**src/rtl/load_hazard_scoreboard.sv**
```systemverilog
`default_nettype none
// ============================================================================
// Module      : load_hazard_scoreboard
// Description : Load-use hazard unit that sits beside decode. Each architectural
//               register has a countdown entry that is loaded with LOAD_LATENCY
//               when a load to it issues. The entry falls by one on every
//               pipeline edge that is not frozen. A nonzero entry means the load
//               result cannot yet be forwarded to an ID-stage reader.
//
//               Output priority: reset > memory freeze > taken-branch flush >
//               load-use stall > normal flow.
//
// Ports       : clk             pipeline clock
//               rst_n           synchronous active-low reset
//               id_valid        ID holds a real instruction
//               id_rs1/id_rs2   ID source registers
//               id_uses_rs1/2   instruction actually reads rs1/rs2
//               id_is_load      ID instruction is a load
//               id_rd           ID destination register
//               ex_branch_taken taken branch/jump resolved in EX
//               mem_stall       data memory not ready, whole pipeline frozen
//               pc_write        PC register enable
//               if_id_write     IF/ID register enable
//               id_ex_bubble    load NOP into ID/EX
//               if_id_flush     clear IF/ID to NOP
//               load_use_stall  a load-use stall is in effect this cycle
//               stall_count     saturating count of load-use stall cycles
//
// Revision    : 1.0 - initial release
// ============================================================================
module load_hazard_scoreboard #(
    parameter int NUM_REGS     = 32,
    parameter int REG_AW       = 5,
    parameter int LOAD_LATENCY = 1,
    parameter int PERF_W       = 16
) (
    input  logic              clk,
    input  logic              rst_n,
    input  logic              id_valid,
    input  logic [REG_AW-1:0] id_rs1,
    input  logic [REG_AW-1:0] id_rs2,
    input  logic              id_uses_rs1,
    input  logic              id_uses_rs2,
    input  logic              id_is_load,
    input  logic [REG_AW-1:0] id_rd,
    input  logic              ex_branch_taken,
    input  logic              mem_stall,
    output logic              pc_write,
    output logic              if_id_write,
    output logic              id_ex_bubble,
    output logic              if_id_flush,
    output logic              load_use_stall,
    output logic [PERF_W-1:0] stall_count
);

    // Counter width is just wide enough to hold LOAD_LATENCY.
    localparam int                 c_CNT_W    = $clog2(LOAD_LATENCY + 1);
    localparam logic [c_CNT_W-1:0] c_LOAD_CNT = c_CNT_W'(LOAD_LATENCY);
    localparam logic [c_CNT_W-1:0] c_CNT_ONE  = c_CNT_W'(1);
    localparam logic [PERF_W-1:0]  c_PERF_MAX = {PERF_W{1'b1}};
    localparam logic [PERF_W-1:0]  c_PERF_ONE = PERF_W'(1);

    // Pipeline control mode for the current cycle, already resolved by priority.
    typedef enum logic [2:0] {
        MODE_RESET  = 3'd0,
        MODE_FREEZE = 3'd1,
        MODE_FLUSH  = 3'd2,
        MODE_HAZARD = 3'd3,
        MODE_NORMAL = 3'd4
    } mode_t;

    logic [c_CNT_W-1:0] r_cnt [NUM_REGS];
    logic [PERF_W-1:0]  r_stall_count;

    logic  w_rs1_busy;
    logic  w_rs2_busy;
    logic  w_hazard;
    logic  w_issue;
    mode_t w_mode;

    // ------------------------------------------------------------------------
    // Hazard detection against the counts as they stand before this edge. A
    // self-dependent load (rd == rs1) therefore sees the older load's count.
    // ------------------------------------------------------------------------
    assign w_rs1_busy = id_uses_rs1 && (id_rs1 != '0) && (r_cnt[id_rs1] != '0);
    assign w_rs2_busy = id_uses_rs2 && (id_rs2 != '0) && (r_cnt[id_rs2] != '0);
    assign w_hazard   = id_valid && (w_rs1_busy || w_rs2_busy);

    always_comb begin
        w_mode = MODE_NORMAL;
        if (!rst_n) begin
            w_mode = MODE_RESET;
        end else if (mem_stall) begin
            w_mode = MODE_FREEZE;
        end else if (ex_branch_taken) begin
            w_mode = MODE_FLUSH;
        end else if (w_hazard) begin
            w_mode = MODE_HAZARD;
        end
    end

    // A load only claims its destination when it really leaves ID. A load
    // that is stalled, flushed or frozen does not claim it. A load to x0
    // never claims its destination.
    assign w_issue = (w_mode == MODE_NORMAL) && id_valid && id_is_load && (id_rd != '0);

    // ------------------------------------------------------------------------
    // Pipeline control outputs
    // ------------------------------------------------------------------------
    always_comb begin
        pc_write       = 1'b1;
        if_id_write    = 1'b1;
        id_ex_bubble   = 1'b0;
        if_id_flush    = 1'b0;
        load_use_stall = 1'b0;
        case (w_mode)
            MODE_RESET: begin
                pc_write     = 1'b0;
                if_id_write  = 1'b0;
                id_ex_bubble = 1'b1;
                if_id_flush  = 1'b1;
            end
            MODE_FREEZE: begin
                pc_write    = 1'b0;
                if_id_write = 1'b0;
            end
            MODE_FLUSH: begin
                // The fetch redirect must proceed, so the enables stay high.
                // Both the ID instruction and the wrong-path fetch are killed.
                id_ex_bubble = 1'b1;
                if_id_flush  = 1'b1;
            end
            MODE_HAZARD: begin
                pc_write       = 1'b0;
                if_id_write    = 1'b0;
                id_ex_bubble   = 1'b1;
                load_use_stall = 1'b1;
            end
            default: begin
                pc_write    = 1'b1;
                if_id_write = 1'b1;
            end
        endcase
    end

    // ------------------------------------------------------------------------
    // Scoreboard entries. x0 is hard-wired to zero so it can never stall.
    // ------------------------------------------------------------------------
    generate
        for (genvar gi = 0; gi < NUM_REGS; gi++) begin : g_entry
            if (gi == 0) begin : g_zero
                assign r_cnt[gi] = '0;
            end else begin : g_live
                always_ff @(posedge clk) begin
                    if (!rst_n) begin
                        r_cnt[gi] <= '0;
                    end else if (!mem_stall) begin
                        // A new issue to this register replaces any older
                        // count that is still running.
                        if (w_issue && (id_rd == REG_AW'(gi))) begin
                            r_cnt[gi] <= c_LOAD_CNT;
                        end else if (r_cnt[gi] != '0) begin
                            r_cnt[gi] <= r_cnt[gi] - c_CNT_ONE;
                        end
                    end
                end
            end
        end
    endgenerate

    // ------------------------------------------------------------------------
    // Stall-cycle performance counter, saturating at all-ones.
    // ------------------------------------------------------------------------
    always_ff @(posedge clk) begin
        if (!rst_n) begin
            r_stall_count <= '0;
        end else if (load_use_stall && (r_stall_count != c_PERF_MAX)) begin
            r_stall_count <= r_stall_count + c_PERF_ONE;
        end
    end

    assign stall_count = r_stall_count;

endmodule
`default_nettype wire

```
**config.mk**
```make
export PLATFORM = sky130hd
export DESIGN_NAME = load_hazard_scoreboard
export DESIGN_NICKNAME = d
export VERILOG_FILES = /design/src/rtl/load_hazard_scoreboard.sv
export SDC_FILE = /design/constraint.sdc
export NUM_CORES = 1
export LEC_CHECK = 0
export ABC_AREA = 1
export CORE_AREA = 5 5 103 105
export CTS_CLUSTER_DIAMETER = 80
export DETAILED_ROUTE_END_ITERATION = 16
export DIE_AREA = 0 0 108 110
export GPL_TIMING_DRIVEN = 0
export RECOVER_POWER = 50
export SLEW_MARGIN = 20
export SYNTH_ARGS = -nofsm -noshare
export SYNTH_HDL_FRONTEND = slang
export SYNTH_SLANG_ARGS = --single-unit
```
**constraint.sdc**
```tcl
create_clock -name clk -period 5.9 [get_ports clk]
set_input_delay 1.18 -clock clk [delete_from_list [all_inputs] [get_ports clk]]
set_output_delay 1.18 -clock clk [all_outputs]
set_load 0.1 [all_outputs]
```
== Word level (Yosys, flattened, before mapping) ==
Index checks and enable logic that the tools add are counted.
Storage, ports and cells
  register bits after elaboration: 47
  bits of input ports: 23
  output and inout bits: 21
  word-level logic and storage cells: 228
Operators by class
  $add $sub $neg: 32
  order comparisons: 2
  equal/unequal tests: 36
  multiplexer cells: 76
  bitwise logic cells: 2
  reductions and logical operators: 48
Operators by type and width (number)
  equality test 5 bit, second input constant: 16
  two-way mux 1 bit: 70
  equality test 5 x 4 -> 1 bit, second input constant: 8
  logical AND 1 bit: 40
  subtractor 1 bit, second input constant: 31
  equality test 5 x 3 -> 1 bit, second input constant: 4
  adder 16 x 1 -> 16 bit, second input constant: 1
  inequality test 16 bit, second input constant: 1
  nonzero test 5 bit: 3
  >= comparator 6 bit, second input constant: 2
  two-way mux 3 bit: 4
  NOT 5 -> 6 bit: 2
  binary-select mux 1 bit (select 5 bit): 2
  equality test 5 x 2 -> 1 bit, second input constant: 2
  equality test 3 x 2 -> 1 bit, second input constant: 2
  OR reduction 3 bit: 2
  equality test 5 x 1 -> 1 bit, second input constant: 1
  equality test 3 x 1 -> 1 bit, second input constant: 1
  equality test 3 bit, second input constant: 1
  zero test 3 bit: 1
  OR reduction 2 bit: 1
  logical OR 1 bit: 1

== Logic depth before layout (Yosys ltp) ==
Gate-level depths: netlist (run 1).
  depth after elaboration: 17
  depth in mapped cells: 18
  depth with buffers taken out: 16

== Worst setup path before layout (run 1) ==
Ideal clock, no wire load.
  path kind: input-to-output
  from: input mem_stall
  to: output if_id_flush
  arrival time: 3.662 ns
  data required time: 4.720 ns
  slack: 1.058 ns
  stages: 3
  buffers on the path: 2
  cell sequence: clkbuf_1 -> clkbuf_1 -> o21ai_0
Between the ends
  longest elaborated chain between the ends: 5
  elaborated cells between the ends (all ways): 6
  those cells by class: eq/ne (1); mux (3); reduce/logical (2)
Ends and longest elaborated chain
  start, declared: RTL line 47  | input logic mem_stall,
  two-way mux 3 bit *: RTL line 93  | end else if (mem_stall) begin
  two-way mux 3 bit *: RTL line 91  | if (!rst_n) begin
  equality test 3 x 2 -> 1 bit / zero test 3 bit (equally long branches): RTL line 116  | case (w_mode)
  OR reduction 2 bit (no source line) *
  two-way mux 1 bit *: RTL line 116
  end, declared: RTL line 51  | output logic if_id_flush,
Every way passes the cells marked *; elsewhere a longest branch is shown, timed or not.

== Worst setup path after layout (run 1) ==
  from: input id_rs2[1]
  to: output load_use_stall
Between the ends
  longest elaborated chain between the ends: 13
  elaborated cells between the ends (all ways): 15
  those cells by class: eq/ne (1); mux (8); bitwise (1); reduce/logical (5)
Ends and longest elaborated chain
  start, declared: RTL line 41  | input logic [REG_AW-1:0] id_rs2,
  NOT 5 -> 6 bit (implied by the code): RTL line 86  | assign w_rs2_busy = id_uses_rs2 && (id_rs2 != '0) && (r_cnt[id_rs2] != '0);
  binary-select mux 1 bit (select 5 bit): RTL line 86
  two-way mux 1 bit (implied by the code) (2 in a row): RTL line 86
  logical AND 1 bit *: RTL line 86
  logical OR 1 bit *: RTL line 87  | assign w_hazard = id_valid && (w_rs1_busy || w_rs2_busy);
  logical AND 1 bit *: RTL line 87
  two-way mux 3 bit *: RTL line 97  | end else if (w_hazard) begin
  two-way mux 3 bit *: RTL line 95  | end else if (ex_branch_taken) begin
  two-way mux 3 bit *: RTL line 93
  two-way mux 3 bit *: RTL line 91
  equality test 3 x 2 -> 1 bit *: RTL line 116
  two-way mux 1 bit *: RTL line 116
  end, declared: RTL line 52  | output logic load_use_stall,
Every way passes the cells marked *; elsewhere a longest branch is shown, timed or not. The select of a mux whose other input is x is not followed.

==> reports/qor.txt, run 1 <==
========================================================================================
Run status                                                                  finished, final reports clean
Crit share post-route                                                              92.4%
Slew Limit Headroom                                                                34.1%
Aggregate global routing overflow                                                      0
Drc violations                                                                         0
Number of enable-type register cells in the synthesized netlist                        0
Ratio of cells with drive above 1 in the final layout                              5.90%
Setup skew after layout                                                        0.0115 ns
Net switching power                                                               193 uW
Data required, critical path                                                     4.72 ns
X dimension of the die                                                            108 um
Antenna Violating Nets Remaining                                                       0
Worst IR Drop VDD                                                               0.124 mV
CTS buffer count                                                                       5
CTS tree                                                                             yes
Count of maximum capacitance violations                                                0
Critical R2R Launch                                                         stall_count[0]
Overall track demand over capacity in global routing                               16.4%
Number of slew-limit violations in the final report                                    0
GRT met3 Usage                                                                     3.15%
Number of port buffers                                                                39
Cell chosen for the clock root                                              sky130_fd_sc_hd__clkbuf_8
Number of placement rows                                                              36
Initial antenna violation count                                                        0
Max Clk Rate                                                                     183 MHz
Post-layout power                                                                 673 uW
Critical path's largest stage delay                                              1.14 ns
Synth Cell Area                                                               3190 sq um
Primary flip-flop cell chosen by synthesis mapping                          sky130_fd_sc_hd__dfxtp_1
Sequential element share of the synthesized area                                   29.5%
Count of final setup violators                                                         0
Critical register-to-register path endpoint                                 stall_count[4]
Number of DRC violations after detailed-routing iteration 0                          180
Post-cts hold buffer count                                                             0
Setup repair after global routing missed its margin                                   no
Leakage power                                                                    1.48 nW
Placed wire-length estimate                                                      7200 um
Final cell area excluding filler cells                                        3820 sq um
Power density over the cells                                                 176 nW/um^2
Number of storage elements in the synthesis netlist                                   47
Source-to-sink clock delay at the later pin of the worst-skew pair               0.31 ns
Sequential fraction of design power                                                47.2%
Average wire per standard cell                                                   13.0 um
Class of the worst hold path                                                  reg -> reg
Maximum count of clock buffers along a single path                                     2
Worst-case hold slack                                                           0.467 ns
Arrival time reported for the critical path endpoint                             4.27 ns
Syn. warnings                                                                          0
Sequence of cells on the critical path                                      clkdlybuf4s50_1 > buf_4 > nor2_1 > a21oi_1 > nand3_1 > nand3_1 > nand2_1 > nand3_1 > nand2_2 > nand3_4 > nor2_8 > buf_6 > clkdlybuf4s50_1
Total number of vias                                                                3368
Post-Synthesis Net Count                                                             553
Final number of hold-violating endpoints                                               0
Yosys cell types                                                                      30
Worst-Margin Slew                                                               0.985 ns
Final weighted congestion in routability-driven placement                          0.870
Clock group share of total power                                                   36.6%
Startpoint class of the critical path                                       primary input
Final design utilization                                                           40.0%
Core outline area                                                             9550 sq um
Highest fanout seen on the critical path                                              10
Initial Utilization                                                                33.4%
Number of global-route vias before repair                                           3295
Die boundary height                                                               110 um
Wire length of the first global-routing pass                                    15700 um
Critical path capture point type                                            primary output
Register-to-register setup slack                                                 3.61 ns
Largest net degree at the start of global routing                                     17
End point of the critical path                                              load_use_stall
Floorplan die area                                                           11900 sq um
Mean instance size in the synthesized netlist                                 6.03 sq um
Number of search-and-repair iterations in the first detailed-routing pass              4
Final setup margin                                                              0.450 ns
M2 GR Usage                                                                        27.3%
Post-detailed-route via-to-cell ratio                                               4.75
Synth-to-Final Area Change                                                         19.9%
Async S/R FF share, synth                                                             0%
Combinational Power Share                                                          16.2%
Placed Cells incl. Taps                                                              701
Max H-tree Level                                                                       2
Post-cts gate resize count                                                             0
I/O pins                                                                              44
Synthesized instance count                                                           529
Count of filler cells inserted in the layout                                        1115
Worst r2r path cells                                                                   8
Most used cell, CP                                                          sky130_fd_sc_hd__nand3_1
Finished Layout Cells                                                                709
Highest-utilization routing layer at the global route stage                         met2
Worst slack at placement                                                        0.558 ns
Switching fraction of total power                                                  28.6%
Nets                                                                                 599
Slowest library cell on the worst path                                      sky130_fd_sc_hd__clkdlybuf4s50_1
Placed Instance Area                                                          3750 sq um
TNS Setup                                                                           0 ns
Worst setup path startpoint                                                    id_rs2[1]
Shortest period the worst path allows                                            5.45 ns
Clock-pin slew on the worst setup and hold paths                                 0.09 ns
Internal                                                                          481 uW
Number of post-CTS setup repair buffers                                                0
Worst Setup Path Type                                                          in -> out
Drt total wl                                                                     9240 um
Clock sink count                                                                      47
Met1 layer usage reported by global route                                          21.5%
Antenna diodes                                                                         0
========================================================================================
power groups by stage:
stage | combinational, mW | clock, mW | sequential, mW
after floorplan | 0.0714 | 0 | 0.327
final | 0.109 | 0.246 | 0.318
after detailed placement | 0.111 | 0 | 0.325
after CTS | 0.111 | 0.251 | 0.318
after global placement | 0.111 | 0 | 0.325
after global routing | 0.120 | 0.264 | 0.318
metal layers:
metal | vias to the layer above | routed length, um
met4 | 0 | 118
met5 | - | 0
met1 | 1508 | 4370
met2 | 86 | 4240
met3 | 12 | 515
li1 | 1762 | -
worst max-delay path: cells and delay by family:
family	cells	cell delay [ns]
simple gates	8	1.04
compound gates	1	0.11
buf+inv	4	1.93
how the worst min path moves through the flow:
stage	from	to	slack, ns	depth (start not counted)
2_1_floorplan	r_cnt[9]	r_cnt[9]	0.44	2
3_3_place_gp	r_cnt[9]	r_cnt[9]	0.44	2
3_5_place_dp	r_cnt[13]	r_cnt[13]	0.46	2
4_1_cts	r_cnt[13]	r_cnt[13]	0.47	2
5_1_grt	r_cnt[8]	r_cnt[8]	0.49	2
6_report	r_cnt[9]	r_cnt[9]	0.47	2
synthesized netlist by cell type (3+ instances only):
master	n	area, sq um
sky130_fd_sc_hd__o21ai_0	15	75.1
sky130_fd_sc_hd__buf_6	9	101
sky130_fd_sc_hd__inv_1	53	199
sky130_fd_sc_hd__nor2_1	56	210
sky130_fd_sc_hd__dfxtp_1	47	941
sky130_fd_sc_hd__nor3_1	6	30.0
sky130_fd_sc_hd__o21ai_1	4	20.0
sky130_fd_sc_hd__a21oi_2	5	43.8
sky130_fd_sc_hd__clkbuf_1	11	41.3
sky130_fd_sc_hd__xor2_1	10	87.6
sky130_fd_sc_hd__nand2_1	181	679
sky130_fd_sc_hd__nand3_1	58	290
sky130_fd_sc_hd__xnor2_1	4	35.0
sky130_fd_sc_hd__a21oi_1	41	205
sky130_fd_sc_hd__nand4_1	6	37.5
sky130_fd_sc_hd__buf_2	3	15.0
final cells by class:
type	instances	area (sq um)	area share [%]
Multi-Input combinational cell	400	1840	48.2
Sequential cell	47	941	24.6
Timing Repair Buffer	39	390	10.2
Inverter	57	219	5.73
Tap cell	133	166	4.35
Buffer	25	150	3.93
Clock buffer	5	68.8	1.80
Clock inverter	3	46.3	1.21
flip-flops by register name, indices dropped and copies added (netlist names):
signal	flops
r_cnt	31
stall_count	16
cells by family after synthesis:
logic type	synth area share [%]
AOI/OAI and AO/OA	11.8
xor gates and xnor gates	3.84
adders and majority gates	0.392
buffers and inverters	12.3
DFF	29.5
and+or+nand+nor	42.2
cells in the final DEF, fill, tap and decap left out, types with 2 or more instances in the layout:
master / instances
sky130_fd_sc_hd__nand2_1: 181
sky130_fd_sc_hd__nor2_1: 58
sky130_fd_sc_hd__nand3_1: 58
sky130_fd_sc_hd__inv_1: 53
sky130_fd_sc_hd__dfxtp_1: 47
sky130_fd_sc_hd__a21oi_1: 41
sky130_fd_sc_hd__clkdlybuf4s50_1: 28
sky130_fd_sc_hd__o21ai_0: 15
sky130_fd_sc_hd__clkbuf_1: 14
sky130_fd_sc_hd__dlygate4sd3_1: 11
sky130_fd_sc_hd__xor2_1: 10
sky130_fd_sc_hd__nand4_1: 7
sky130_fd_sc_hd__buf_6: 6
sky130_fd_sc_hd__nor3_1: 6
sky130_fd_sc_hd__a21oi_2: 5
sky130_fd_sc_hd__clkbuf_8: 5
sky130_fd_sc_hd__o21ai_1: 4
sky130_fd_sc_hd__xnor2_1: 4
sky130_fd_sc_hd__buf_2: 3
sky130_fd_sc_hd__inv_2: 2
sky130_fd_sc_hd__inv_4: 2
sky130_fd_sc_hd__buf_4: 2
sky130_fd_sc_hd__a21boi_1: 2
sky130_fd_sc_hd__nand2_2: 2
Note: power is estimated with default switching activity, not from simulation.
==> run 2, diff against run 1 <==
- GPL_TIMING_DRIVEN: 0 -> unset
==> run 2 against run 1 <==
Compared with the run above: final cell count fell by 2.8%; critical path depth rose by 1; critical endpoint unchanged; clock-buffer cell count rose by 1; largest cell class unchanged; cell area fell by 2.7%; the flow now finishes with violations (max-capacitance violations, max-slew violations); via count fell by 2.3%; sequential power barely moved.
==> reports/qor.txt, run 2 (synthesized netlist as in run 1, its figures left out) <==
========================================================================================
Run status                                                                  finished, violations left
Violations in the final reports                                             max-capacitance violations, max-slew violations
Number of post-CTS setup repair buffers                                                0   unchanged
Aggregate global routing overflow                                                      0   unchanged
Power density over the cells                                                 188 nW/um^2   +6.8%
TNS Setup                                                                           0 ns   unchanged
CTS buffer count                                                                       5   unchanged
Number of search-and-repair iterations in the first detailed-routing pass              4   unchanged
Most used cells in the layout excluding fill and tap cells                  sky130_fd_sc_hd__nand2_1, sky130_fd_sc_hd__nor2_1, sky130_fd_sc_hd__nand3_1, sky130_fd_sc_hd__inv_1, sky130_fd_sc_hd__dfxtp_1
Maximum count of clock buffers along a single path                                     2   unchanged
Number of placement rows                                                              36   unchanged
Antenna diodes                                                                         0   unchanged
Critical R2R Launch                                                             r_cnt[8]
Largest net degree at the start of global routing                                     47   +30
Crit share post-route                                                              85.4%   -7.0 points
Setup skew after layout                                                       0.00838 ns   -0.00310 ns
Overall track demand over capacity in global routing                               15.6%   -0.75 points
Count of maximum capacitance violations                                                1   +1
Count of final setup violators                                                         0   unchanged
Synth-to-Final Area Change                                                         16.6%
Final weighted congestion in routability-driven placement                          0.846   -2.8%
Initial Utilization                                                                33.4%   unchanged
Die boundary height                                                               110 um   unchanged
Final number of hold-violating endpoints                                               0   unchanged
Max H-tree Level                                                                       2   unchanged
Max Clk Rate                                                                     199 MHz   +8.2%
Startpoint class of the critical path                                       primary input
Cell chosen for the clock root                                              sky130_fd_sc_hd__clkbuf_8
Worst-case hold slack                                                           0.464 ns   -0.00356 ns
Most flop-heavy register                                                           r_cnt
Leakage power                                                                    1.46 nW   -1.3%
Leading cell type in the layout, fill and taps excluded                     sky130_fd_sc_hd__nand2_1
Register-to-register setup slack                                                 2.82 ns   -0.79 ns
Average wire per standard cell                                                   12.9 um   -0.68%
Number of DRC violations after detailed-routing iteration 0                          203   +13%
Number of flip-flops under the largest register name                                  31   unchanged
Antenna Violating Nets Remaining                                                       0   unchanged
Hold Path Sink                                                                  r_cnt[9]
Post-detailed-route via-to-cell ratio                                               4.78   +0.52%
Source-to-sink clock delay at the later pin of the worst-skew pair               0.30 ns   about the same
Slew Limit Headroom                                                               -22.6%   -57 points
Clock sink count                                                                      47   unchanged
Launch instance of the worst min-delay path                                     r_cnt[9]
Post-cts gate resize count                                                             0   unchanged
Class of the worst hold path                                                  reg -> reg
Initial antenna violation count                                                        0   unchanged
Highest fanout seen on the critical path                                              17   +7
Floorplan die area                                                           11900 sq um   unchanged
Placed wire-length estimate                                                      6630 um   -8.0%
Number of global-route vias before repair                                           3185   -3.3%
Number of slew-limit violations in the final report                                   32   +32
X dimension of the die                                                            108 um   unchanged
Count of filler cells inserted in the layout                                        1056   -5.3%
Critical path capture point type                                            primary output
Ratio of cells with drive above 1 in the final layout                              4.68%   -1.2 points
Final design utilization                                                           38.9%   -1.1 points
Worst setup path startpoint                                                    id_rs2[0]
Post-cts hold buffer count                                                             0   unchanged
CTS tree                                                                             yes
Worst Hold Depth                                                                       2   unchanged
Setup repair after global routing missed its margin                                   no
Arrival time reported for the critical path endpoint                             3.86 ns   -0.41 ns
Drc violations                                                                         0   unchanged
Worst IR Drop VDD                                                               0.109 mV   -12%
Core outline area                                                             9550 sq um   unchanged
Worst r2r path cells                                                                  15   +7
Worst-Margin Slew                                                                1.83 ns   +0.847 ns
Nets                                                                                 579   -3.3%
Critical register-to-register path endpoint                                    r_cnt[22]
Shortest period the worst path allows                                            5.04 ns   -0.414 ns
Wire length of the first global-routing pass                                    15100 um   -3.6%
I/O pins                                                                              44   unchanged
Drt total wl                                                                     8920 um   -3.5%
Clock-pin slew on the worst setup and hold paths                                 0.09 ns   about the same
Number of port buffers                                                                43   +10%
Data required, critical path                                                     4.72 ns   about the same
Worst Setup Path Type                                                          in -> out
Total number of vias                                                                3290   -2.3%
========================================================================================
## run 2: cell count changes in the layout (fill, tap and decap cells not counted), moves of 3 or more
cell / change
sky130_fd_sc_hd__clkdlybuf4s50_1: -7
sky130_fd_sc_hd__buf_4: +3
sky130_fd_sc_hd__dlygate4sd3_1: +6
sky130_fd_sc_hd__buf_2: -3
sky130_fd_sc_hd__buf_6: -6
sky130_fd_sc_hd__clkbuf_1: -12
## run 2: stage by stage
stage               std cells  total power [mW]  worst slack (ns)  instance area [sq um]
floorplan                 529             0.399              1.06                   3190
global placement          681             0.427              1.11                   3610
detailed placement        681             0.428              1.06                   3610
CTS                       689             0.708              1.06                   3740
global route              689             0.730             0.605                   3720
finish                    689             0.699             0.864                   3720
## run 2: final cells by class
type                       instances  area [sq um]  area share, %
multi-input combinational        400          1840           49.4
sequential                        47           941           25.3
timing repair buffer              44           422           11.3
inverter                          57           219           5.89
tap                              133           166           4.48
clock buffer                       6          72.6           1.95
clock inverter                     2          60.1           1.62
## run 2: routing by layer
layer / share of wire (%) / GRT usage (%)
met1: 49 / 20.8
met2: 44 / 25.7
met3: 5.6 / 3.67
met4: 1.3 / 3.79
met5: 0 / 0
## run 2: worst max path at each step
stage | endpoint
after global routing | load_use_stall
after detailed placement | load_use_stall
after floorplan | if_id_flush
final | load_use_stall
after CTS | load_use_stall
after global placement | load_use_stall
## run 2: power by group
| part | internal (mW) | switching [mW] | total [mW] |
|---|---|---|---|
| clock network | 0.169 | 0.112 | 0.281 |
| logic | 0.0306 | 0.0698 | 0.100 |
| registers | 0.317 | 0.000615 | 0.318 |
| total | 0.517 | 0.182 | 0.699 |
## run 2: critical path: stages
cell	delay (ns)
sky130_fd_sc_hd__dlygate4sd3_1	0.96
sky130_fd_sc_hd__inv_4	0.14
sky130_fd_sc_hd__nor2_1	0.27
sky130_fd_sc_hd__nand2_1	0.08
sky130_fd_sc_hd__nand2_1	0.07
sky130_fd_sc_hd__nand2_1	0.04
sky130_fd_sc_hd__nand2_1	0.06
sky130_fd_sc_hd__nor2_1	0.04
sky130_fd_sc_hd__nand2_1	0.06
sky130_fd_sc_hd__nand3_1	0.07
sky130_fd_sc_hd__nand2_1	0.18
sky130_fd_sc_hd__nand3_4	0.13
sky130_fd_sc_hd__nor2_8	0.22
sky130_fd_sc_hd__buf_4	0.34
